### config.mk
export PLATFORM = sky130hd
export DESIGN_NAME = cdb_arbiter
export DESIGN_NICKNAME = d
export VERILOG_FILES = /design/src/rtl/cdb_arbiter.sv
export SDC_FILE = /design/constraint.sdc
export NUM_CORES = 1
export LEC_CHECK = 0
export CELL_PAD_IN_SITES_DETAIL_PLACEMENT = 1
export CELL_PAD_IN_SITES_GLOBAL_PLACEMENT = 2
export CORE_MARGIN = 4
export CORE_UTILIZATION = 36
export CTS_CLUSTER_DIAMETER = 80
export DETAILED_ROUTE_END_ITERATION = 8
export PLACE_DENSITY_LB_ADDON = 0.1
export SYNTH_ARGS = -nofsm -noshare
export SYNTH_HDL_FRONTEND = slang
export SYNTH_SLANG_ARGS = --single-unit
### constraint.sdc
create_clock -name clk -period 4.3 [get_ports clk]
set_clock_uncertainty 0.15 [all_clocks]
set_input_delay 0.86 -clock clk [delete_from_list [all_inputs] [get_ports clk]]
set_output_delay 0.86 -clock clk [all_outputs]
set_load 0.02 [all_outputs]
### src/rtl/cdb_arbiter.sv
// Common data bus arbiter: per-source result FIFOs drained onto two CDB channels by round-robin.
// Optional CDB_FLUSH_EN adds the cataclysm input, which flushes queues, rr_ptr and outputs.
module cdb_arbiter #(
  parameter int unsigned NUM_SRC  = 4,
  parameter int unsigned DEPTH    = 2,
  parameter int unsigned ROB_SIZE = 16
) (
  input  logic                   clk,
  input  logic                   rst,
  input  logic [NUM_SRC-1:0]     src_valid,
  input  logic [NUM_SRC*6-1:0]   src_rob,
  input  logic [NUM_SRC*32-1:0]  src_data,
  output logic [NUM_SRC-1:0]     src_ready,
  output logic                   CDBisCast1,
  output logic [5:0]             CDBrobNum1,
  output logic [31:0]            CDBdata1,
  output logic                   CDBisCast2,
  output logic [5:0]             CDBrobNum2,
  output logic [31:0]            CDBdata2
`ifdef CDB_FLUSH_EN
  ,
  input  logic                   cataclysm
`endif
);

  localparam int unsigned PW = (DEPTH > 1) ? $clog2(DEPTH) : 1;
  localparam int unsigned CW = $clog2(DEPTH) + 1;
  localparam int unsigned SW = (NUM_SRC > 1) ? $clog2(NUM_SRC) : 1;
  localparam logic [5:0]  NO_TAG = 6'(ROB_SIZE);

  logic flush;
`ifdef CDB_FLUSH_EN
  assign flush = cataclysm;
`else
  assign flush = 1'b0;
`endif

  logic [5:0]    q_rob  [NUM_SRC][DEPTH];
  logic [31:0]   q_data [NUM_SRC][DEPTH];
  logic [PW-1:0] head   [NUM_SRC];
  logic [PW-1:0] tail   [NUM_SRC];
  logic [CW-1:0] count  [NUM_SRC];

  logic [NUM_SRC-1:0] push;
  logic [NUM_SRC-1:0] pop;
  logic [SW-1:0]      rr_ptr;
  logic [SW-1:0]      rr_next;
  logic [SW-1:0]      g1_idx;
  logic [SW-1:0]      g2_idx;
  logic               g1_vld;
  logic               g2_vld;

  function automatic logic [SW-1:0] wrap_idx(input logic [SW-1:0] base, input int unsigned off);
    return SW'((32'(base) + off) % NUM_SRC);
  endfunction

  // Invalid tags complete the handshake but never enter the queue.
  for (genvar gi = 0; gi < NUM_SRC; gi++) begin : g_src
    assign src_ready[gi] = (count[gi] != CW'(DEPTH));
    assign push[gi]      = src_valid[gi] & src_ready[gi] & (src_rob[6*gi +: 6] < NO_TAG);
    assign pop[gi]       = (g1_vld && (g1_idx == SW'(gi))) || (g2_vld && (g2_idx == SW'(gi)));
  end

  always_comb begin
    logic [SW-1:0] s;
    s       = '0;
    g1_vld  = 1'b0;
    g2_vld  = 1'b0;
    g1_idx  = '0;
    g2_idx  = '0;
    for (int unsigned k = 0; k < NUM_SRC; k++) begin
      s = wrap_idx(rr_ptr, k);
      if (count[s] != '0) begin
        if (!g1_vld) begin
          g1_vld = 1'b1;
          g1_idx = s;
        end else if (!g2_vld) begin
          g2_vld = 1'b1;
          g2_idx = s;
        end
      end
    end
    rr_next = rr_ptr;
    if (g2_vld)      rr_next = wrap_idx(g2_idx, 1);
    else if (g1_vld) rr_next = wrap_idx(g1_idx, 1);
  end

  always_ff @(posedge clk) begin
    for (int unsigned i = 0; i < NUM_SRC; i++) begin
      if (push[i]) begin
        q_rob[i][tail[i]]  <= src_rob[6*i +: 6];
        q_data[i][tail[i]] <= src_data[32*i +: 32];
      end
    end
  end

  always_ff @(posedge clk) begin
    if (rst || flush) begin
      for (int unsigned i = 0; i < NUM_SRC; i++) begin
        head[i]  <= '0;
        tail[i]  <= '0;
        count[i] <= '0;
      end
    end else begin
      for (int unsigned i = 0; i < NUM_SRC; i++) begin
        if (push[i]) tail[i] <= tail[i] + 1'b1;
        if (pop[i])  head[i] <= head[i] + 1'b1;
        count[i] <= count[i] + CW'(push[i]) - CW'(pop[i]);
      end
    end
  end

  always_ff @(posedge clk) begin
    if (rst || flush) begin
      rr_ptr     <= '0;
      CDBisCast1 <= 1'b0;
      CDBrobNum1 <= NO_TAG;
      CDBdata1   <= '0;
      CDBisCast2 <= 1'b0;
      CDBrobNum2 <= NO_TAG;
      CDBdata2   <= '0;
    end else begin
      rr_ptr     <= rr_next;
      CDBisCast1 <= g1_vld;
      CDBrobNum1 <= g1_vld ? q_rob[g1_idx][head[g1_idx]] : NO_TAG;
      CDBdata1   <= g1_vld ? q_data[g1_idx][head[g1_idx]] : '0;
      CDBisCast2 <= g2_vld;
      CDBrobNum2 <= g2_vld ? q_rob[g2_idx][head[g2_idx]] : NO_TAG;
      CDBdata2   <= g2_vld ? q_data[g2_idx][head[g2_idx]] : '0;
    end
  end

endmodule

==> flow_summary.ini <==
[clocking]
root_buffer = clkbuf_16
cts_made_buffers = 46
htreeDepth = 2
cts_hold_buf = 0
clkSinkCount = 402
clock_latency_ns = 0.60
cts_buffer_depth = 3
clk_pin_slew_ns = 0.06
cts_tree = done

[synthesis]
synth_top_cell_by_area = edfxtp_1
syn_inst = 1634
yosysSeqAreaShare_pct = 62.5
synth_fp_nets = 1802
syn_avg_cell_area_um2 = 10.9
synth.ff_latch_count = 402
async_flop_share_pct = 0
synth_enable_flop_cells = 312
synthTopCellsByArea = edfxtp_1, dfxtp_1, nand2_1
yosysWarnings = 0
netlist_area_mm2 = 0.0179
ys_types = 60
ys.flop_type = edfxtp_1
synth_top_area_share_pct = 52.4

[sta]
worst_slew_pin_slew_ns = 1.11
timing.slew.headroom_pct = 26.0
setup_viol = 0
tns_ns = 0
max_freq_ghz = 0.249
rsz0062_at_grt = no
fin_crit_ns = 4.01
final_hold_viol_count = 0
min_period_over_period_pct = 93.4
maxSlewViolCount = 0

[critical_path]
arrival_ns = 4.39
path_class = reg -> reg
crit_path_max_fanout = 33
required_ns = 4.68
cp-start-kind = flip-flop
end_kind = flip-flop
reg2regPathDepth = 11

[floorplan]
ioPinCount = 240
die_w_um = 231
die_h_um = 231
initial_core_util_pct = 36.4
die_area_mm2 = 0.0533
rows = 81
core-area_mm2 = 0.0491

[run]
max_cap_violations = 0

[place]
place_congestion = 0.824
numPortBuffers = 239
dp_hpwl_um = 40700

[power_and_ir_drop]
power.total_mw = 22.1
ir_drop_mv = 0.925
leakagePower_nw = 8.03
p_per_area_mw_per_mm2 = 968

[drt]
firstDrtPassIters = 5
first_iter_violations = 1251
wl_um = 68000
drc = 0
drtAntennaViolNets = 0
via_per_inst = 5.55
wl_per_cell_um = 26.7
vias = 14100

[run_status]
run_status = complete, no violations

[finish]
layout_common_cells = nand2_1, edfxtp_1, nand3_1, clkdlybuf4s50_1, nor2_1
n_fill_cell = 5326
layout_commonest_cell = nand2_1
nets = 2010
syn2layout_area_growth_pct = 27.6
drive_gt1_share_pct = 9.89

[grt]
grt_max_degree = 113
grt_pass1_vias = 14900
grt_remaining_overflow = 0
antenna_found_initial = 4
grt_pass1_wl_um = 98600
grt_usage_pct = 24.9

[min_path]
whs_path_depth = 2
hold_path.class = reg -> reg
[state kept, by name, indices dropped and copies added (netlist names), 4 cells and up, named ones only]
name / cells
CDBdata1: 32
CDBdata2: 32
CDBrobNum1: 6
CDBrobNum2: 6
count: 8
head: 4
q_data: 256
q_rob: 48
tail: 4
[where the power goes]
part,leakage (nW),switching (mW),internal [mW]
clock,0.776,1.65,2.52
sequential,3.59,0.299,4.67
combinational,3.67,8.68,4.25
total,8.03,10.6,11.4
[kinds of logic (layout without fill, tap and decap cells)]
| kind of cell | count (synthesis) | in the layout | share of synthesized area [%] |
|---|---|---|---|
| XOR/XNOR | 12 | 12 | 0.588 |
| buffers and inverters | 149 | 395 | 3.69 |
| adder cells (fa/ha/maj) | 10 | 10 | 0.700 |
| AO/OA/AOI/OAI | 190 | 190 | 7.30 |
| multiplexers | 46 | 46 | 2.73 |
| AND/OR/NAND/NOR | 825 | 825 | 22.5 |
| flip-flops | 402 | 402 | 62.5 |
| other | 0 | 2 | 0 |
[synth_stat cells (3+ instances only)]
| cell type | n |
|---|---|
| buf_2 | 23 |
| xnor2_1 | 8 |
| a21oi_1 | 43 |
| nor2b_1 | 6 |
| o22ai_1 | 74 |
| nand3_1 | 239 |
| nor3_2 | 30 |
| nor2_1 | 101 |
| and2_1 | 6 |
| nor3_1 | 20 |
| mux2i_1 | 42 |
| xor2_1 | 4 |
| edfxtp_1 | 312 |
| or2_2 | 3 |
| nor3b_1 | 3 |
| buf_1 | 8 |
| buf_6 | 9 |
| clkbuf_1 | 88 |
| ha_1 | 10 |
| a32oi_1 | 39 |
| a211oi_1 | 3 |
| nand3b_1 | 74 |
| o21ai_0 | 8 |
| nand2_1 | 326 |
| dfxtp_1 | 90 |
| inv_1 | 18 |
[timing repair]
item,CTS,global route
setup endpoints to repair,0,3
resized for setup,0,1
buffers inserted,0,0
[layout make-up]
class	count	area, um^2	share of cell area [%]
Multi-Input combinational cell	1083	6140	27.0
Clock buffer	64	1280	5.62
Inverter	20	75.1	0.329
Sequential cell	402	11200	49.0
Timing Repair Buffer	289	2970	13.0
Clock inverter	22	318	1.39
Antenna cell	2	5.00	0.0220
Tap cell	664	831	3.65
[metal layers]
metal	part of all wire, %	track usage [%]	up-vias
met5	0.046	0	-
met2	49	42.9	511
met1	42	32.1	7135
li1	-	-	6366
met4	2.9	8.04	4
met3	6.0	4.17	125
[per-stage QoR]
stage	cells	util, %	hold slack, ns	cell area (um^2)	setup WS [ns]
after floorplan	1634	-	0.401	17900	0.462
after global placement	2458	43.2	0.434	21200	0.329
after detailed placement	2458	43.2	0.447	21200	0.262
after CTS	2544	46.5	0.457	22800	0.254
after global routing	2546	46.5	0.494	22800	0.0122
final	2546	46.5	0.456	22800	0.286
[path summary, 6_finish.rpt]
kind,startpoint,slack [ns],end
max reg2reg,count[0][1],0.29,CDBrobNum2[4]
min reg2reg,count[0][1],0.46,count[0][1]
min,count[0][1],0.46,count[0][1]
max,count[0][1],0.29,CDBrobNum2[4]
[worst max-delay path, stage by stage, from the launching register on]
cell and delay [ns]:
dfxtp_1 0.36, nor2_1 0.35, mux4_2 0.45, inv_2 0.16, ha_1 0.23, a21boi_0 0.13, o211a_1 0.26, nor3_2 0.40
buf_4 0.61, a211oi_1 0.14, o311ai_0 0.51, buf_4 0.20
(Power assumes the default switching activity.)
